## config.mk

```make
export PLATFORM = sky130hd
export DESIGN_NAME = ex_recv_flat
export DESIGN_NICKNAME = d
export VERILOG_FILES = /design/src/rtl/ex_recv_pkg.sv /design/src/rtl/ex_recv_if.sv /design/src/rtl/ex_fifo.sv /design/src/rtl/ex_recv.sv /design/src/flat_wrapper.sv
export SDC_FILE = /design/constraint.sdc
export NUM_CORES = 1
export LEC_CHECK = 0
export ABC_AREA = 1
export ABC_CLOCK_PERIOD_IN_PS = 4100
export CORE_MARGIN = 2
export CORE_UTILIZATION = 45
export DETAILED_ROUTE_END_ITERATION = 16
export PLACE_DENSITY_LB_ADDON = 0.1
export REMOVE_ABC_BUFFERS = 1
export SLEW_MARGIN = 20
export SYNTH_ARGS = -nofsm -noshare
export SYNTH_HDL_FRONTEND = slang
export SYNTH_SLANG_ARGS = --single-unit
export TNS_END_PERCENT = 50
```

## constraint.sdc

```tcl
create_clock -name clk -period 4.1 [get_ports clk]
set_input_delay 0.615 -clock clk [delete_from_list [all_inputs] [get_ports clk]]
set_output_delay 0.615 -clock clk [all_outputs]
set_load 0.005 [all_outputs]
```

## src/rtl/ex_recv_pkg.sv

```systemverilog
// rtl/ex_recv_pkg.sv - shared widths, unit enumeration and FIFO entry type for the execute-stage receiver
package ex_recv_pkg;

  localparam int UNIT_W = 3;
  localparam int TAG_W  = 8;
  localparam int OP_W   = 4;

  // Execution units known to the issue decode. The unit field itself stays a
  // plain vector so that out-of-range indices from decode can be carried and
  // rejected at issue time.
  typedef enum logic [UNIT_W-1:0] {
    UNIT_ALU = 3'd0,
    UNIT_MUL = 3'd1,
    UNIT_LSU = 3'd2,
    UNIT_BRU = 3'd3
  } unit_e;

  typedef struct packed {
    logic [UNIT_W-1:0] unit;
    logic [31:0]       val;
    logic [TAG_W-1:0]  tag;
    logic [OP_W-1:0]   op;
    logic [TAG_W-1:0]  target;
  } ex_entry_t;

endpackage

```

## src/rtl/ex_recv_if.sv

```systemverilog
// rtl/ex_recv_if.sv - ID/EX pipeline register bundle seen by the execute stage
//
// Fields: ce (toggles once per transferred instruction), unit, val, tag, op,
// target. Modport id drives the bundle, modport ex receives it.
interface idex_ex_inf;
  import ex_recv_pkg::*;

  logic              ce;
  logic [UNIT_W-1:0] unit;
  logic [31:0]       val;
  logic [TAG_W-1:0]  tag;
  logic [OP_W-1:0]   op;
  logic [TAG_W-1:0]  target;

  modport id (output ce, unit, val, tag, op, target);
  modport ex (input  ce, unit, val, tag, op, target);

endinterface

```

## src/rtl/ex_fifo.sv

```systemverilog
// rtl/ex_fifo.sv - synchronous FIFO of ex_entry_t with separate occupancy count
//
// Ports: clk, rst (async active-low); push/wr_data write an entry; pop retires
// the head; rd_data is the head (valid while !empty); full, empty, count.
// A push while full is accepted only when a pop happens in the same cycle.
module ex_fifo
  import ex_recv_pkg::*;
#(
  parameter int DEPTH = 4
) (
  input  logic                   clk,
  input  logic                   rst,
  input  logic                   push,
  input  ex_entry_t              wr_data,
  input  logic                   pop,
  output ex_entry_t              rd_data,
  output logic                   full,
  output logic                   empty,
  output logic [$clog2(DEPTH):0] count
);

  localparam int PTR_W = $clog2(DEPTH);
  localparam int CNT_W = PTR_W + 1;

  ex_entry_t        mem [DEPTH];
  logic [PTR_W-1:0] wr_ptr;
  logic [PTR_W-1:0] rd_ptr;
  logic             do_push;
  logic             do_pop;

  assign full    = (count == CNT_W'(DEPTH));
  assign empty   = (count == '0);
  assign do_pop  = pop && !empty;
  assign do_push = push && (!full || do_pop);
  assign rd_data = mem[rd_ptr];

  // Storage needs no reset: entries are only visible through count.
  always_ff @(posedge clk) begin
    if (do_push) begin
      mem[wr_ptr] <= wr_data;
    end
  end

  // Pointers wrap naturally because DEPTH is a power of two.
  always_ff @(posedge clk or negedge rst) begin
    if (!rst) begin
      wr_ptr <= '0;
      rd_ptr <= '0;
      count  <= '0;
    end else begin
      if (do_push) begin
        wr_ptr <= wr_ptr + PTR_W'(1);
      end
      if (do_pop) begin
        rd_ptr <= rd_ptr + PTR_W'(1);
      end
      if (do_push && !do_pop) begin
        count <= count + CNT_W'(1);
      end else if (do_pop && !do_push) begin
        count <= count - CNT_W'(1);
      end
    end
  end

endmodule

```

## src/rtl/ex_recv.sv

```systemverilog
// rtl/ex_recv.sv - execute-stage receiver: ce toggle detect, FIFO capture, per-unit issue
//
// Ports: clk, rst (async active-low); from_idex (ID/EX bundle, ex modport);
// iss_valid/iss_ready per-unit handshake with shared payload iss_val, iss_tag,
// iss_op, iss_target; fifo_count occupancy; overflow sticky drop flag cleared
// by clr_ovf; err_unit pulses when a head with an illegal unit is discarded.
module ex_recv
  import ex_recv_pkg::*;
#(
  parameter int DEPTH     = 4,
  parameter int NUM_UNITS = 4
) (
  input  logic                   clk,
  input  logic                   rst,
  idex_ex_inf.ex                 from_idex,
  output logic [NUM_UNITS-1:0]   iss_valid,
  input  logic [NUM_UNITS-1:0]   iss_ready,
  output logic [31:0]            iss_val,
  output logic [TAG_W-1:0]       iss_tag,
  output logic [OP_W-1:0]        iss_op,
  output logic [TAG_W-1:0]       iss_target,
  output logic [$clog2(DEPTH):0] fifo_count,
  output logic                   overflow,
  output logic                   err_unit,
  input  logic                   clr_ovf
);

  logic      ce_seen;
  logic      armed;
  logic      new_instr;
  logic      push;
  logic      pop;
  logic      full;
  logic      empty;
  logic      head_legal;
  logic      head_ready;
  logic      ovf_set;
  ex_entry_t wr_entry;
  ex_entry_t head;

  // The ID/EX register's ce is not reset, so the first sampled level after
  // reset is only a reference point and never counts as an instruction.
  always_ff @(posedge clk or negedge rst) begin
    if (!rst) begin
      ce_seen <= 1'b0;
      armed   <= 1'b0;
    end else begin
      ce_seen <= from_idex.ce;
      armed   <= 1'b1;
    end
  end

  assign new_instr = armed && (from_idex.ce != ce_seen);

  always_comb begin
    wr_entry        = '0;
    wr_entry.unit   = from_idex.unit;
    wr_entry.val    = from_idex.val;
    wr_entry.tag    = from_idex.tag;
    wr_entry.op     = from_idex.op;
    wr_entry.target = from_idex.target;
  end

  ex_fifo #(
    .DEPTH (DEPTH)
  ) u_fifo (
    .clk     (clk),
    .rst     (rst),
    .push    (push),
    .wr_data (wr_entry),
    .pop     (pop),
    .rd_data (head),
    .full    (full),
    .empty   (empty),
    .count   (fifo_count)
  );

  // Issue decode: iss_valid comes only from the head entry, never from
  // iss_ready. Only the addressed unit's ready bit can retire the head.
  always_comb begin
    iss_valid  = '0;
    head_legal = 1'b0;
    head_ready = 1'b0;
    for (int i = 0; i < NUM_UNITS; i++) begin
      if (!empty && (int'(head.unit) == i)) begin
        iss_valid[i] = 1'b1;
        head_legal   = 1'b1;
        head_ready   = iss_ready[i];
      end
    end
  end

  // An illegal head cannot be offered anywhere, so it is dropped at once.
  assign pop      = !empty && (head_legal ? head_ready : 1'b1);
  assign err_unit = !empty && !head_legal;

  assign push     = new_instr && (!full || pop);
  assign ovf_set  = new_instr && full && !pop;

  assign iss_val    = head.val;
  assign iss_tag    = head.tag;
  assign iss_op     = head.op;
  assign iss_target = head.target;

  // A drop in the same cycle as a clear must remain visible.
  always_ff @(posedge clk or negedge rst) begin
    if (!rst) begin
      overflow <= 1'b0;
    end else if (ovf_set) begin
      overflow <= 1'b1;
    end else if (clr_ovf) begin
      overflow <= 1'b0;
    end
  end

endmodule
```

## src/flat_wrapper.sv

```systemverilog
// flat-port wrapper written by rule: the top's interface ports become plain ports
module ex_recv_flat import ex_recv_pkg::*;
#(
  parameter int DEPTH     = 4,
  parameter int NUM_UNITS = 4
)
  (clk, rst, iss_valid, iss_ready, iss_val, iss_tag, iss_op, iss_target, fifo_count, overflow, err_unit, clr_ovf, from_idex_ce, from_idex_unit, from_idex_val, from_idex_tag, from_idex_op, from_idex_target);
  idex_ex_inf from_idex_i ();
  input  logic clk;
  input  logic rst;
  output logic [NUM_UNITS-1:0] iss_valid;
  input  logic [NUM_UNITS-1:0] iss_ready;
  output logic [31:0] iss_val;
  output logic [TAG_W-1:0] iss_tag;
  output logic [OP_W-1:0] iss_op;
  output logic [TAG_W-1:0] iss_target;
  output logic [$clog2(DEPTH):0] fifo_count;
  output logic overflow;
  output logic err_unit;
  input  logic clr_ovf;
  input wire logic [$bits(from_idex_i.ce)-1:0] from_idex_ce;
  input wire logic [$bits(from_idex_i.unit)-1:0] from_idex_unit;
  input wire logic [$bits(from_idex_i.val)-1:0] from_idex_val;
  input wire logic [$bits(from_idex_i.tag)-1:0] from_idex_tag;
  input wire logic [$bits(from_idex_i.op)-1:0] from_idex_op;
  input wire logic [$bits(from_idex_i.target)-1:0] from_idex_target;
  assign from_idex_i.ce = from_idex_ce;
  assign from_idex_i.unit = from_idex_unit;
  assign from_idex_i.val = from_idex_val;
  assign from_idex_i.tag = from_idex_tag;
  assign from_idex_i.op = from_idex_op;
  assign from_idex_i.target = from_idex_target;
  ex_recv #(.DEPTH(DEPTH), .NUM_UNITS(NUM_UNITS)) u_core (.clk(clk), .rst(rst), .from_idex(from_idex_i), .iss_valid(iss_valid), .iss_ready(iss_ready), .iss_val(iss_val), .iss_tag(iss_tag), .iss_op(iss_op), .iss_target(iss_target), .fifo_count(fifo_count), .overflow(overflow), .err_unit(err_unit), .clr_ovf(clr_ovf));
endmodule
```

==> key figures, run 1 <==
GRT
  • Congestion Overflow GR: 0
  • Initial antenna violation count: 0
  • Vias in the first global route: between 5,000 and 6,000
  • Total track usage: 18.96%
  • Largest net degree at the start of global routing: 67
  • First-pass GRT wire length: around 30 mm

Floorplan
  • Initial core utilization: 45.59%
  • Row cnt: approximately 50
  • Ports: between 100 and 150
  • Die H: approximately 140 µm
  • Die X: about 140 µm
  • Die footprint: a little over 20,000 µm²
  • Core Area: between 15,000 and 20,000 µm²

Clock network
  • Setup Fix Bufs, Post-CTS: 0
  • Max Buffers Root-to-Sink: 3
  • Cts bufs inserted: 25
  • CTS tree: built
  • Clock net sink count: 230
  • Worst-skew pair later-pin latency: approximately 520 ps
  • PostCTS Resize Cnt: 0
  • CTS root buffer: clkbuf_16
  • CTS clk-pin slew, worst paths: 60 ps
  • CTS HTree Levels: 1
  • CTS hold repair buffers: 0

Timing
  • Final hold vios: 0
  • Max Transition Viols Final: 0
  • Tcrit/Tclk final: ~90%
  • FMAX: approximately 0.27 GHz
  • Final worst clock skew: just over 10 ps
  • Worst slew pin tran: roughly 540 ps
  • Final Setup Violations: 0
  • Tmin final: approximately 3700 ps
  • RSZ-0062 raised after global routing: false
  • Relative slew margins: 63.88%

Worst setup path
  • RR Endpoint: u_core.u_fifo.count[1]
  • CP startpoint kind: flip-flop
  • Capture point of the critical path: iss_val[17]
  • Worst Reg-to-Reg Cells: 16
  • Setup crit start: u_core.u_fifo.rd_ptr[0]
  • R2r setup slk: 860 ps
  • Worst R2R Start: u_core.u_fifo.rd_ptr[0]
  • Crit path required time: 3480 ps
  • Critical path peak fanout: 66
  • Crit path capture type: output port
  • Setup Crit Path Kind: flip-flop to output port
  • Critical Path AT: 3100 ps

Synthesis
  • Synth Warn #: 0
  • Avg Synthesized Cell Area: roughly 14 µm²
  • Flops & latches, synth: 230
  • Sequential area share after synthesis: 77.53%
  • Cell Area, Synth: around 9000 µm²
  • Post-synthesis cell type count: 30
  • Synth Instances: 638

Placed design
  • Routability Congestion: about 0.80
  • Post-DP Area: around 10,000 µm²
  • Dpl hpwl: roughly 11 mm
  • Buffers on Ports: roughly 120

Hold path
  • Hold crit path type: input port to asynchronous set/reset pin

Drt
  • Wirelength, routed: 19.46 mm
  • Vias per cell: approximately 5.3
  • Residual DRC: 0
  • Iteration count of the initial detailed-routing pass: 4
  • Via count: approximately 5,500
  • Antenna-violating nets left: 0
  • Iter 0 DRT Violations: 375
  • WL/cell: approximately 19 µm

Finish
  • Fin nets: 832
  • Share of cells above drive strength 1: about 8%
  • Final Cell Area: 11,120 µm²
  • Fin util: between 50% and 60%
  • Area grow syn2layout: 25.74%

Power and ir drop
  • Peak VDD IR: approximately 340 µV
  • Pwr dens: just over 700 nW/µm²
  • Leakage: 3.742 nW

Job
  • Max Cap Viol: 0

Outcome
  • Outcome: finished clean
report_power, final:
group          leakage [nW]  internal [W]  total (W)  switching (W)
clock                 0.357       0.00119    0.00204       0.000855
combinational          1.27       0.00124    0.00277        0.00153
sequential             2.12       0.00290    0.00305       0.000146
total                  3.74       0.00533    0.00786        0.00253
area by class of cell:
cell class              count  area (µm²)
clock inverters            12       90.09
repair buffers            135        1334
multi-input cells         349        1753
well taps                 265       331.6
diodes                      1       2.502
clock buffers              34       659.4
fillers                  1595        8279
inverters                  22       87.58
flip-flops and latches    230        6862
cell families (layout without fill, tap and decap cells):
group	count (synthesis)	count (layout)	share of synthesized area, %
simple gates	179	179	8.206
fa+ha+maj	6	6	0.9338
buf+inv	59	203	2.985
compound gates	159	159	9.876
mux	1	1	0.1273
xor+xnor	3	3	0.2972
flops	230	230	77.53
other cells	1	2	0.04240
metal layers:
metal / GRT usage [%] / vias up / wire, µm
met5: 0 / - / 0
met2: 31.28 / 156 / 9312
met1: 25.81 / 2731 / 8509
li1: - / 2603 / -
met4: 5.059 / 0 / 382
met3: 4.106 / 33 / 1254
worst max-delay path, cell delays in order (launching register included):
cell and delay, ps:
dfrtp_4 610, inv_6 390, buf_4 500, o21ai_0 140, o22ai_1 280, clkdlybuf4s50_1 590
how the worst min path moves through the flow:
stage / to / cells after the start
finish: u_core.u_fifo.rd_ptr[0] / 1
global route: u_core.u_fifo.rd_ptr[0] / 1
CTS: u_core.overflow / 1
detailed placement: u_core.u_fifo.wr_ptr[0] / 2
global placement: u_core.u_fifo.wr_ptr[0] / 2
floorplan: u_core.armed / 0
cells in the final DEF, fill, tap and decap left out, drive strengths merged:
| master | Yosys | routed |
|---|---|---|
| bufinv | 0 | 1 |
| xnor2 | 2 | 2 |
| buf | 13 | 12 |
| clkinv | 0 | 9 |
| o21ai | 105 | 105 |
| nand2 | 41 | 41 |
| dfrtp | 10 | 10 |
| mux2 | 1 | 1 |
| ha | 5 | 5 |
| nor3 | 4 | 4 |
| inv | 22 | 23 |
| a31oi | 1 | 1 |
| conb | 1 | 1 |
| clkdlybuf4s50 | 0 | 123 |
| fa | 1 | 1 |
| edfxtp | 220 | 220 |
| nand3 | 15 | 15 |
| clkbuf | 24 | 34 |
| xor2 | 1 | 1 |
| o22ai | 53 | 53 |
| clkinvlp | 0 | 1 |
| diode | 0 | 1 |
| nor2 | 119 | 119 |
registers in the layout, summed over array words and instances, names as in the netlist:
name and count:
u_core.u_fifo.wr_ptr 2, u_core.overflow 1, u_core.u_fifo.rd_ptr 2, u_core.u_fifo.count 3, u_core.u_fifo.mem 220, u_core.armed 1, u_core.ce_seen 1
metrics by stage:
stage | TNS, ps | power [W] | hold slack [ps] | cells | setup WS [ps]
floorplan | -453180 | 0.004400 | 319.4 | 601 | -2057
global placement | 0 | 0.005830 | 523.5 | 1001 | 864.8
detailed placement | 0 | 0.005883 | 552.4 | 1001 | 826.3
CTS | 0 | 0.007960 | 434.2 | 1047 | 410.9
global route | 0 | 0.008345 | 460.2 | 1047 | 220.7
finish | 0 | 0.007855 | 427.0 | 1048 | 388.2
cells in the mapped netlist:
cell type	instances	area, µm²
fa_1	1	20.02
nor2_2	1	6.260
inv_2	1	3.750
nor2_1	118	442.9
dfrtp_1	10	250.2
nand3_2	1	10.01
buf_1	3	11.26
clkbuf_1	24	90.09
nor3_1	3	15.01
o21ai_2	1	8.760
inv_1	20	75.07
buf_6	2	22.52
o22ai_1	53	331.6
buf_4	1	7.510
buf_8	1	15.01
mux2_2	1	11.26
nand2_4	1	11.26
edfxtp_1	220	6606
ha_1	5	62.56
buf_2	6	30.03
nand2_2	4	25.02
conb_1	1	3.750
inv_6	1	8.760
nand2_1	36	135.1
o21ai_0	104	520.5
a31oi_2	1	12.51
xor2_1	1	8.760
xnor2_1	2	17.52
nor3_2	1	10.01
nand3_1	14	70.07
Note: power is estimated with default switching activity, not from simulation.
==> run 2, diff against run 1 <==
- ABC_AREA: 1 -> default
==> run 2 against run 1 <==
Compared with the run above: utilization increased by 1.5 points; die area fell by 2.4%; register-to-register slack is essentially flat; flip-flop and latch count stayed put; global-route usage down 2.8 points; clock power increased by 12%; worst setup slack better by 120 ps; critical path depth is 1 lower; cell area down 0.74%; fmax grew 3.4%; largest power group unchanged.
==> key figures, run 2 <==
Worst setup path
  • Critical path peak fanout: 29 (-56%)
  • Critical path buffers and inverters: 1 (-2)
  • Critical Path AT: 2970 ps (-130 ps)
  • Slowest Stage Delay on Critical Path: 830 ps (+220 ps)
  • Crit path required time: 3480 ps (about the same)
  • Sequence of cells on the critical path: mux4_2, or3_2, nor2_1, clkdlybuf4s50_1
  • Crit path max-delay family: flip-flops
  • Setup Crit Path Kind: flip-flop to output port
  • CP max stage cell: dfrtp_2
  • CP startpoint kind: flip-flop
  • Crit path capture type: output port

Job
  • Max Cap Viol: 0 (unchanged)

Finish
  • Area grow syn2layout: 28.03%
  • Commonest non-fill, non-tap cell in the layout: edfxtp_1
  • Layout Cells excl Fill: 747 (-29%)
  • Fin nets: 566 (-32%)
  • Largest registers: u_core.u_fifo.mem (220), u_core.u_fifo.count (3)
  • Final Cell Area: 11,040 µm² (-0.74%)
  • Antenna diode count: 0 (-1)
  • Biggest register: u_core.u_fifo.mem
  • Fin util: 58.81% (+1.5 points)
  • Commonest cells after routing, fill and taps aside: edfxtp_1 (220), clkdlybuf4s50_1 (123), mux4_2 (54), clkbuf_16 (24), inv_1 (9)
  • Sequential Area: 6862 µm² (unchanged)
  • Multi-input gate area in the final layout: 1675 µm² (-4.4%)
  • Share of cells above drive strength 1: 21.64% (+14 points)
  • Fillers: 1,373 (-14%)
  • Max reg flops: 220 (unchanged)

Floorplan
  • Initial core utilization: 45.93% (+0.35 points)
  • Ports: 124 (unchanged)
  • Die footprint: 20,280 µm² (-2.4%)
  • Core Area: 18,770 µm² (-3.3%)
  • Die H: 142.4 µm (-1.2%)
  • Row cnt: 50 (-2.0%)
  • Die X: 142.4 µm (-1.2%)

Drt
  • Vias per cell: 5.357 (+1.7%)
  • Via count: 4,002 (-28%)
  • Wirelength, routed: 15.82 mm (-19%)
  • Iter 0 DRT Violations: 190 (-49%)
  • Antenna-violating nets left: 0 (unchanged)
  • Top layer in use: met4
  • Met1 WL: 6.809 mm (-20%)
  • Residual DRC: 0 (unchanged)
  • WL/cell: 21.18 µm (+14%)
  • DR WL met3: 979 µm (-22%)
  • Met2 Wirelength: 7.789 mm (-16%)
  • Iteration count of the initial detailed-routing pass: 4 (unchanged)

Placed design
  • Dpl hpwl: 9.548 mm (-16%)
  • # placed instances: 705 (-30%)
  • Routability Congestion: 0.7176 (-10%)
  • Post-DP Area: 10,200 µm² (-1.6%)
  • Buffers on Ports: 123 (unchanged)

Power and ir drop
  • Peak VDD IR: 452.3 µV (+34%)
  • Leakage: 3.605 nW (-3.7%)
  • Pwr dens: 687.5 nW/µm² (-2.7%)

Hold path
  • Hold crit path type: input port to asynchronous set/reset pin

Synthesis
  • Cell Area, Synth: 8621 µm² (-2.5%)
  • EDFF count, synth: 220 (unchanged)
  • Area leader, netlist: edfxtp_1
  • Sequential area share after synthesis: 79.54% (+2.0 points)
  • Async SR Flop Fraction: 4.348% (unchanged)
  • Avg Synthesized Cell Area: 24.35 µm² (+76%)
  • Flops & latches, synth: 230 (unchanged)
  • Synth Warn #: 0 (unchanged)
  • Post-synthesis cell type count: 35 (+17%)
  • Synth Instances: 354 (-45%)
  • Most frequent cell after synthesis: edfxtp_1
  • Top post-synthesis cells by area: edfxtp_1 (77%), mux4_2 (14%), dfrtp_1 (2.9%)
  • Share of the synthesized area in the top cell type: 76.63% (+1.9 points)
  • Synth top cells by count: edfxtp_1 (220), mux4_2 (54), dfrtp_1 (10), inv_1 (9)
  • Prevailing post-synth register cell: edfxtp_1

Timing
  • Tcrit/Tclk final: 87.53% (-3.0 points)
  • Final worst clock skew: 12.81 ps (+2.614 ps)
  • Worst slew pin tran: 710.7 ps (+168.9 ps)
  • Final Setup Violations: 0 (unchanged)
  • Worst hold slack: 415.5 ps (-11.54 ps)
  • Relative slew margins: 52.62% (-11 points)
  • Setup tns final: 0 ps (unchanged)
  • Tmin final: 3589 ps (-123.1 ps)
  • RSZ-0062 raised after global routing: false
  • FMAX: 0.2787 GHz (+3.4%)
  • Max Transition Viols Final: 0 (unchanged)
  • Final hold vios: 0 (unchanged)

GRT
  • First-pass GRT wire length: 24.67 mm (-19%)
  • Total track usage: 16.13% (-2.8 points)
  • Vias in the first global route: 4,349 (-23%)
  • Initial antenna violation count: 0 (unchanged)
  • Congestion Overflow GR: 0 (unchanged)
  • Largest net degree at the start of global routing: 36 (-46%)

Clock network
  • CTS HTree Levels: 1 (unchanged)
  • Worst-skew pair later-pin latency: 510 ps (about the same)
  • CTS clk-pin slew, worst paths: 60 ps (about the same)
  • Setup Fix Bufs, Post-CTS: 0 (unchanged)
  • Cts bufs inserted: 24 (-4.0%)
  • PostCTS Resize Cnt: 0 (unchanged)
  • Max Buffers Root-to-Sink: 3 (unchanged)
  • CTS tree: built
  • CTS root buffer: clkbuf_16
  • CTS hold repair buffers: 0 (unchanged)
  • Clock net sink count: 230 (unchanged)

Outcome
  • Outcome: finished clean
[run 2: path summary, 6_finish.rpt]
check / to / slack [ps] / cells past startpoint / start
hold reg to reg: u_core.overflow / 550 / 2 / u_core.overflow
min in group clk: u_core.overflow / 550 / 2 / u_core.overflow
setup / recovery: iss_valid[0] / 510 / 4 / u_core.u_fifo.rd_ptr[1]
setup reg to reg: u_core.u_fifo.count[2] / 870 / 10 / u_core.u_fifo.rd_ptr[1]
max in group asynchronous: u_core.u_fifo.rd_ptr[0] / 3350 / 1 / rst
hold / removal: u_core.u_fifo.count[0] / 420 / 1 / rst
[run 2: power breakdown]
group | internal (W) | switching (W)
Clock | 0.00145 | 0.000835
Sequential | 0.00288 | 0.000156
Combinational | 0.00134 | 0.000923
[run 2: cell families after synthesis]
| group | after synthesis | share of synthesized area [%] |
|---|---|---|
| DFF | 230 | 79.54 |
| other | 1 | 0.04350 |
| adders and majority gates | 6 | 0.9579 |
| and+or+nand+nor | 21 | 1.321 |
| xor gates and xnor gates | 7 | 0.7112 |
| buffers and inverters | 22 | 1.147 |
| AOI/OAI and AO/OA | 10 | 1.567 |
| muxes | 57 | 14.72 |
[run 2: final cells by class]
| type | instances | area share [%] |
|---|---|---|
| Inverter | 9 | 0.3061 |
| Multi-Input combinational cell | 102 | 15.18 |
| Clock buffer | 31 | 5.680 |
| Timing Repair Buffer | 130 | 12.08 |
| Clock inverter | 11 | 1.927 |
| Tap cell | 234 | 2.653 |
| Sequential cell | 230 | 62.17 |
[run 2: per-stage QoR]
| step | setup slack [ps] | power [W] |
|---|---|---|
| final | 511.3 | 0.007588 |
| after global routing | 366.4 | 0.007956 |
| after CTS | 443.4 | 0.007716 |
| after detailed placement | 859.3 | 0.005402 |
| after global placement | 940.4 | 0.005369 |
| after floorplan | -1321 | 0.004278 |
[run 2: per-layer routing]
| metal | GRT usage (%) | up-vias |
|---|---|---|
| li1 | - | 1774 |
| met1 | 22.50 | 2099 |
| met2 | 26.04 | 112 |
| met3 | 3.567 | 17 |
| met4 | 4.534 | 0 |
| met5 | 0 | - |
